$ cat src/rtl/reg_file_sb.sv
// Dual-read, dual-write register file with optional write-to-read bypass,
// optional hard-wired zero register and a per-register load-pending scoreboard.
module reg_file_sb #(
    parameter int W       = 8,
    parameter int D       = 3,
    parameter int BYPASS  = 1,
    parameter int ZERO_R0 = 0
) (
    input  logic         Clk,
    input  logic         Reset,
    input  logic [D-1:0] RaddrA,
    input  logic [D-1:0] RaddrB,
    output logic [W-1:0] DataOutA,
    output logic [W-1:0] DataOutB,
    output logic         ReadyA,
    output logic         ReadyB,
    input  logic         WriteEnA,
    input  logic [D-1:0] WaddrA,
    input  logic [W-1:0] DataInA,
    input  logic         WriteEnB,
    input  logic [D-1:0] WaddrB,
    input  logic [W-1:0] DataInB,
    input  logic         PendSet,
    input  logic [D-1:0] PendAddr,
    output logic         AnyPending,
    output logic         PendConflict
);

    localparam int N = 2 ** D;

    logic [N-1:0][W-1:0] regs_r;
    logic [N-1:0]        pend_r;
    logic [N-1:0]        pend_nxt_s;
    logic                conflict_r;
    logic                conflict_nxt_s;
    logic                wa_en_s;
    logic                wb_en_s;
    logic                set_s;
    logic [W-1:0]        data_a_s;
    logic [W-1:0]        data_b_s;
    logic                ready_a_s;
    logic                ready_b_s;

    // Read mux shared by both ports; port A bypass has priority, matching the write rule.
    function automatic logic [W-1:0] read_mux(
        input logic [D-1:0]          ra,
        input logic [N-1:0][W-1:0]   regs,
        input logic                  wea,
        input logic [D-1:0]          waa,
        input logic [W-1:0]          dia,
        input logic                  web,
        input logic [D-1:0]          wab,
        input logic [W-1:0]          dib
    );
        logic [W-1:0] res;
        if ((ZERO_R0 != 0) && (ra == {D{1'b0}})) begin
            res = {W{1'b0}};
        end else if ((BYPASS != 0) && wea && (waa == ra)) begin
            res = dia;
        end else if ((BYPASS != 0) && web && (wab == ra)) begin
            res = dib;
        end else begin
            res = regs[ra];
        end
        return res;
    endfunction

    // Qualified write/set strobes after zero-register masking and A-over-B arbitration.
    always_comb begin
        wa_en_s = WriteEnA && !((ZERO_R0 != 0) && (WaddrA == {D{1'b0}}));
        wb_en_s = WriteEnB && !((ZERO_R0 != 0) && (WaddrB == {D{1'b0}}))
                  && !(WriteEnA && (WaddrA == WaddrB));
        set_s   = PendSet && !((ZERO_R0 != 0) && (PendAddr == {D{1'b0}}));
    end

    // Register array storage.
    always_ff @(posedge Clk or posedge Reset) begin
        if (Reset) begin
            regs_r <= '0;
        end else begin
            if (wa_en_s) begin
                regs_r[WaddrA] <= DataInA;
            end
            if (wb_en_s) begin
                regs_r[WaddrB] <= DataInB;
            end
        end
    end

    // Scoreboard next state: set beats clear, port A never touches pending.
    always_comb begin
        pend_nxt_s = pend_r;
        for (int i = 0; i < N; i++) begin
            if (set_s && (PendAddr == D'(i))) begin
                pend_nxt_s[i] = 1'b1;
            end else if (WriteEnB && (WaddrB == D'(i))) begin
                pend_nxt_s[i] = 1'b0;
            end else begin
                pend_nxt_s[i] = pend_r[i];
            end
        end
        conflict_nxt_s = set_s && pend_r[PendAddr] && !(WriteEnB && (WaddrB == PendAddr));
    end

    // Scoreboard and conflict flag registers.
    always_ff @(posedge Clk or posedge Reset) begin
        if (Reset) begin
            pend_r     <= {N{1'b0}};
            conflict_r <= 1'b0;
        end else begin
            pend_r     <= pend_nxt_s;
            conflict_r <= conflict_nxt_s;
        end
    end

    // Combinational read data and operand readiness; a landing load counts as ready when bypassing.
    always_comb begin
        data_a_s = read_mux(RaddrA, regs_r, WriteEnA, WaddrA, DataInA, WriteEnB, WaddrB, DataInB);
        data_b_s = read_mux(RaddrB, regs_r, WriteEnA, WaddrA, DataInA, WriteEnB, WaddrB, DataInB);
        if ((BYPASS != 0) && WriteEnB && (WaddrB == RaddrA) && !(set_s && (PendAddr == RaddrA))) begin
            ready_a_s = 1'b1;
        end else begin
            ready_a_s = ~pend_r[RaddrA];
        end
        if ((BYPASS != 0) && WriteEnB && (WaddrB == RaddrB) && !(set_s && (PendAddr == RaddrB))) begin
            ready_b_s = 1'b1;
        end else begin
            ready_b_s = ~pend_r[RaddrB];
        end
    end

    assign DataOutA     = data_a_s;
    assign DataOutB     = data_b_s;
    assign ReadyA       = ready_a_s;
    assign ReadyB       = ready_b_s;
    assign AnyPending   = |pend_r;
    assign PendConflict = conflict_r;

endmodule

$ cat config.mk
export PLATFORM = sky130hd
export DESIGN_NAME = reg_file_sb
export DESIGN_NICKNAME = d
export VERILOG_FILES = /design/src/rtl/reg_file_sb.sv
export SDC_FILE = /design/constraint.sdc
export NUM_CORES = 1
export LEC_CHECK = 0
export ABC_AREA = 1
export ABC_CLOCK_PERIOD_IN_PS = 2700
export BUFFER_PORTS_ARGS = -buffer_cell sky130_fd_sc_hd__buf_2
export CORE_ASPECT_RATIO = 2
export CORE_MARGIN = 3
export CORE_UTILIZATION = 42
export DETAILED_ROUTE_END_ITERATION = 10
export GPL_TIMING_DRIVEN = 0
export PLACE_DENSITY = 0.7
export SLEW_MARGIN = 20
export SYNTH_ARGS = -nofsm -noshare
export SYNTH_HDL_FRONTEND = slang
export SYNTH_SLANG_ARGS = --single-unit
$ cat constraint.sdc
create_clock -name Clk -period 2.7 [get_ports Clk]
set_clock_uncertainty 0.1 [all_clocks]
set_input_delay 0.27 -clock Clk [delete_from_list [all_inputs] [get_ports Clk]]
set_output_delay 0.27 -clock Clk [all_outputs]
set_load 0.02 [all_outputs]
### Word-level counts from Yosys, hierarchy flattened

Cells that the tools add are included.

| word-level totals | value |
|---|---|
| flip-flop bits (word level) | 73 |
| output and inout bits | 20 |
| logic and storage cells | 134 |

| operators by class | value |
|---|---|
| eq/ne operators | 22 |
| $lt $le $gt $ge | 7 |
| bitwise gates (word level) | 2 |
| muxes and demuxes | 40 |
| reductions and logical operators | 46 |

Operators by type and width:

| cell | number |
|---|---|
| $bwmux W64 | 2 |
| $mux W64 | 2 |
| $mux W8 | 8 |
| $bmux W8 S3 | 2 |
| $demux W8 S3 | 2 |
| $logic_and A1 B1 Y1 | 31 |
| $eq A3 B3 Y1 | 8 |
| $eq A3 B3 Y1 const B | 8 |
| $mux W1 | 21 |
| $lt A3 B4 Y1 const B | 5 |
| $reduce_bool A2 Y1 | 8 |
| $eq A3 B2 Y1 const B | 4 |
| $bmux W1 S3 | 3 |
| $reduce_or A8 Y1 | 1 |
| $eq A3 B1 Y1 const B | 2 |
| $ge A3 B1 Y1 const B | 2 |
| $logic_not A3 Y1 | 2 |
| $logic_not A1 Y1 | 4 |
| $not A1 Y1 | 2 |

### Longest topological paths before layout

| depth | value |
|---|---|
| word-level depth | 8 |
| depth in mapped cells | 10 |

### Worst setup path before layout

Ideal clock, no wire load.

| timing | value |
|---|---|
| kind | input to output |
| start point | in RaddrA[1] |
| end point | out DataOutA[4] |
| stages | 7 |
| setup slack | 925 ps |
| data required time | 2330 ps |
| arrival time | 1405 ps |
| path through | buf_2 > inv_1 > buf_1 > nand3_1 > nand3_1 > nand3_1 > a21oi_1 |

| on the way | value |
|---|---|
| word-level cells in the longest chain between the ends | 4 |

Ends and longest elaborated chain:

| item | RTL line | RTL |
|---|---|---|
| start, declared | 11 | `input logic [D-1:0] RaddrA,` |
| $bmux W8 S3 / $eq A3 B3 Y1 (equally long branches) | 63, 60 |  |
| $mux W8 (implied by the code) / $logic_and A1 B1 Y1 (equally long branches) | 63, 60 |  |
| $mux W8 | 60 | `end else if ((BYPASS != 0) && web && (wab == ra)) begin` |
| $mux W8 (*) | 58 | `end else if ((BYPASS != 0) && wea && (waa == ra)) begin` |
| end, declared | 13 | `output logic [W-1:0] DataOutA,` |

Every way passes the cells marked *; elsewhere a longest branch is shown, timed or not. The select of a mux whose other input is x is not followed.

### Worst setup path after layout

Ends and elaborated chain as after synthesis.

==> metrics.yaml <==
setup_violations: 0
worstHoldStart: "PendAddr[2]"
fin_crit_sh_pct: 87.1
dieArea_um2: 15100
io_buffers: 46
synth_compound_area_share_pct: 15.7
yosysTopAreaCell: "dfrtp_1"
hold_path_class: "input pin to flip-flop"
ctsResizeCount: 0
ant_nets: 0
power_leakage_uw: 0.00328
cp-end-kind: "output pin"
hold_viol_final: 0
min_delay_path_depth: 2
numCtsBuffers: 9
maxSlewViolCount: 0
yosysWarningCount: 0
syn_to_final_growth_pct: 13.5
post_cts_buffers: 0
fin_cells: 1154
clockPowerShare_pct: 30.7
routabilityCongestion: 1.06
final_core_util_pct: 49.1
status: "finished, final reports clean"
dr.first_iter.drc_count: 686
io-pin-count: 56
cap_violations: 0
place_area_um2: 6130
grt_max_degree: 50
routedWlPerCell_um: 20.6
rows: 59
grt_use_total_pct: 32.5
synthMuxAreaShare_pct: 0
diodes: 0
ys_types: 28
worstPathRequired_ns: 2.33
nNetsFinal: 1033
clock_latency_ns: 0.34
cts.sinks: 73
cp-start-kind: "input pin"
synth.avg_cell_area_um2: 6.06
synth.area.top_cells: "dfrtp_1, nand2_1, nand3_1"
drt_wl_total_mm: 23.8
r2r_cells: 6
synthAdderAreaFrac_pct: 0
finish.instance_area_um2: 6450
grt_pass1_wl_mm: 36.2
worst_pin_slew_ns: 0.874
antenna_found_initial: 0
r2r_start: "pend_r[7]"
vias: 6700
worstPathArrival_ns: 1.98
crit_fanout: 10
min_to: "pend_r[3]"
route.detailed.drc: 0
die_y_um: 171
syn-num-nets: 974
vdd_drop_max_v: 0.000309
netlist_instances: 938
regToRegSetupSlack_ns: 1.59
die_w_um: 88.3
max_freq_ghz: 0.425
swShare_pct: 38.8
yosys.area_share.simple_pct: 40.8
start_util_pct: 43.3
grt_pass1_vias: 6537
switchingPower_uw: 1600
r2r-end: "PendConflict"
fin_setup_tns_ns: 0
p_seq_share_pct: 37.6
rsz0062_at_grt: "false"
cts_tree: "done"
h-tree-depth: 3
p_int_uw: 2520
drive_above_1_share_pct: 12.4
synth_xor_area_share_pct: 0.924
vias_per_cell: 5.81
num-fill-cells: 1462
post-dp-hpwl_mm: 18.2
first_pass_iters: 6
grt_overflow: 0
power_frac_comb_pct: 31.7
dp_cells: 1137
worstSetupPathType: "input pin to output pin"
core_area_um2: 13100
min_period_ns: 2.35
synth_area_um2: 5680
synth_top_family_by_area: "simple AND/OR/NAND/NOR gates"
yosysSeqAreaShare_pct: 32.1
power.density_nw_per_um2: 638
relSlewSlack_pct: 41.2
cts_root_buffer: "clkbuf_16"
synth_top_cell_area_share_pct: 32.1
synth_seq_cells: 73
path_clk_slew_ns: 0.07
clock_path_buffers: 2
critical path: stages:
cell and delay, ns:
buf_2 0.17, inv_1 0.24, buf_1 0.43, nand3_1 0.21, nand3_1 0.14, nand3_1 0.15, a21oi_1 0.17, buf_2 0.18
power by group through the flow:
| stage | Clock [uW] | Combinational [uW] | Sequential (uW) |
|---|---|---|---|
| 3_5_place_dp | 0 | 1270 | 1550 |
| 2_1_floorplan | 0 | 912 | 1460 |
| 4_1_cts | 1260 | 1280 | 1540 |
| 3_3_place_gp | 0 | 1250 | 1550 |
| 6_report | 1260 | 1300 | 1550 |
| 5_1_grt | 1310 | 1470 | 1560 |
synth_stat cells (all sizes together):
cell,number
nand4,4
o21ai,155
nor3,2
nor4,8
a211oi,1
nor2,35
nand2,374
buf,30
clkbuf,21
o32ai,1
inv,86
xnor2,3
o22ai,1
nand3,129
dfrtp,73
xor2,3
a21oi,12
sequential cells by signal, summed over array words and instances, names as in the netlist:
name and flops:
pend_r 8, regs_r 64, PendConflict 1
cell usage in the layout (no fill, tap or decap), drive strengths merged, types with 3 or more instances in the layout:
cell type  netlist  layout
nand3          129     129
dfrtp           73      73
o21ai          155     155
xor2             3       3
a21oi           12      12
inv             86      87
clkbuf          21      32
xnor2            3       3
nand4            4       4
nor2            35      35
nor4             8       8
buf             30      77
nand2          374     374
what timing repair did:
item | in CTS | in global routing
endpoints found under the hold margin | 24 | 0
hold buffers | 1 | 0
setup endpoints to repair | 0 | 0
worst max path at each step:
| stage | start | endpoint | slack, ns | depth (start not counted) |
|---|---|---|---|---|
| finish | RaddrA[1] | DataOutA[4] | 0.35 | 8 |
| global route | RaddrA[1] | DataOutA[4] | 0.21 | 8 |
| CTS | RaddrA[1] | DataOutA[4] | 0.36 | 8 |
| detailed placement | RaddrA[1] | DataOutA[4] | 0.36 | 8 |
| global placement | Reset | regs_r[61] | -0.49 | 2 |
| floorplan | Reset | PendConflict | 0.48 | 1 |
area by class of cell:
type / count / area (um2) / area share (%)
buffer: 51 / 270 / 4.19
clock buffer: 11 / 243 / 3.76
clock inverter: 5 / 62.6 / 0.970
inverter: 86 / 325 / 5.04
multi-input combinational: 728 / 3260 / 50.6
sequential: 73 / 1830 / 28.3
tap: 152 / 190 / 2.95
timing repair buffer: 48 / 268 / 4.15
cell families after synthesis:
kind of cell,after synthesis
buffers and inverters,137
AO/OA/AOI/OAI,170
flip-flops,73
XOR/XNOR,6
AND/OR/NAND/NOR,552
through the flow:
| step | worst slack [ns] | total power (uW) | hold slack [ns] |
|---|---|---|---|
| final | 0.348 | 4120 | 0.123 |
| after global routing | 0.214 | 4340 | 0.127 |
| after CTS | 0.355 | 4080 | 0.118 |
| after detailed placement | 0.364 | 2830 | 0.170 |
| after global placement | -0.487 | 2800 | 0.480 |
| after floorplan | 0.477 | 2380 | 0.284 |
per-layer routing:
layer | track usage, % | wire, um | vias to the layer above
li1 | - | - | 3147
met1 | 35.4 | 8530 | 3077
met2 | 54.2 | 11500 | 348
met3 | 5.25 | 1520 | 128
met4 | 25.6 | 2290 | 0
met5 | 0 | 0 | -
(Power assumes the default switching activity.)
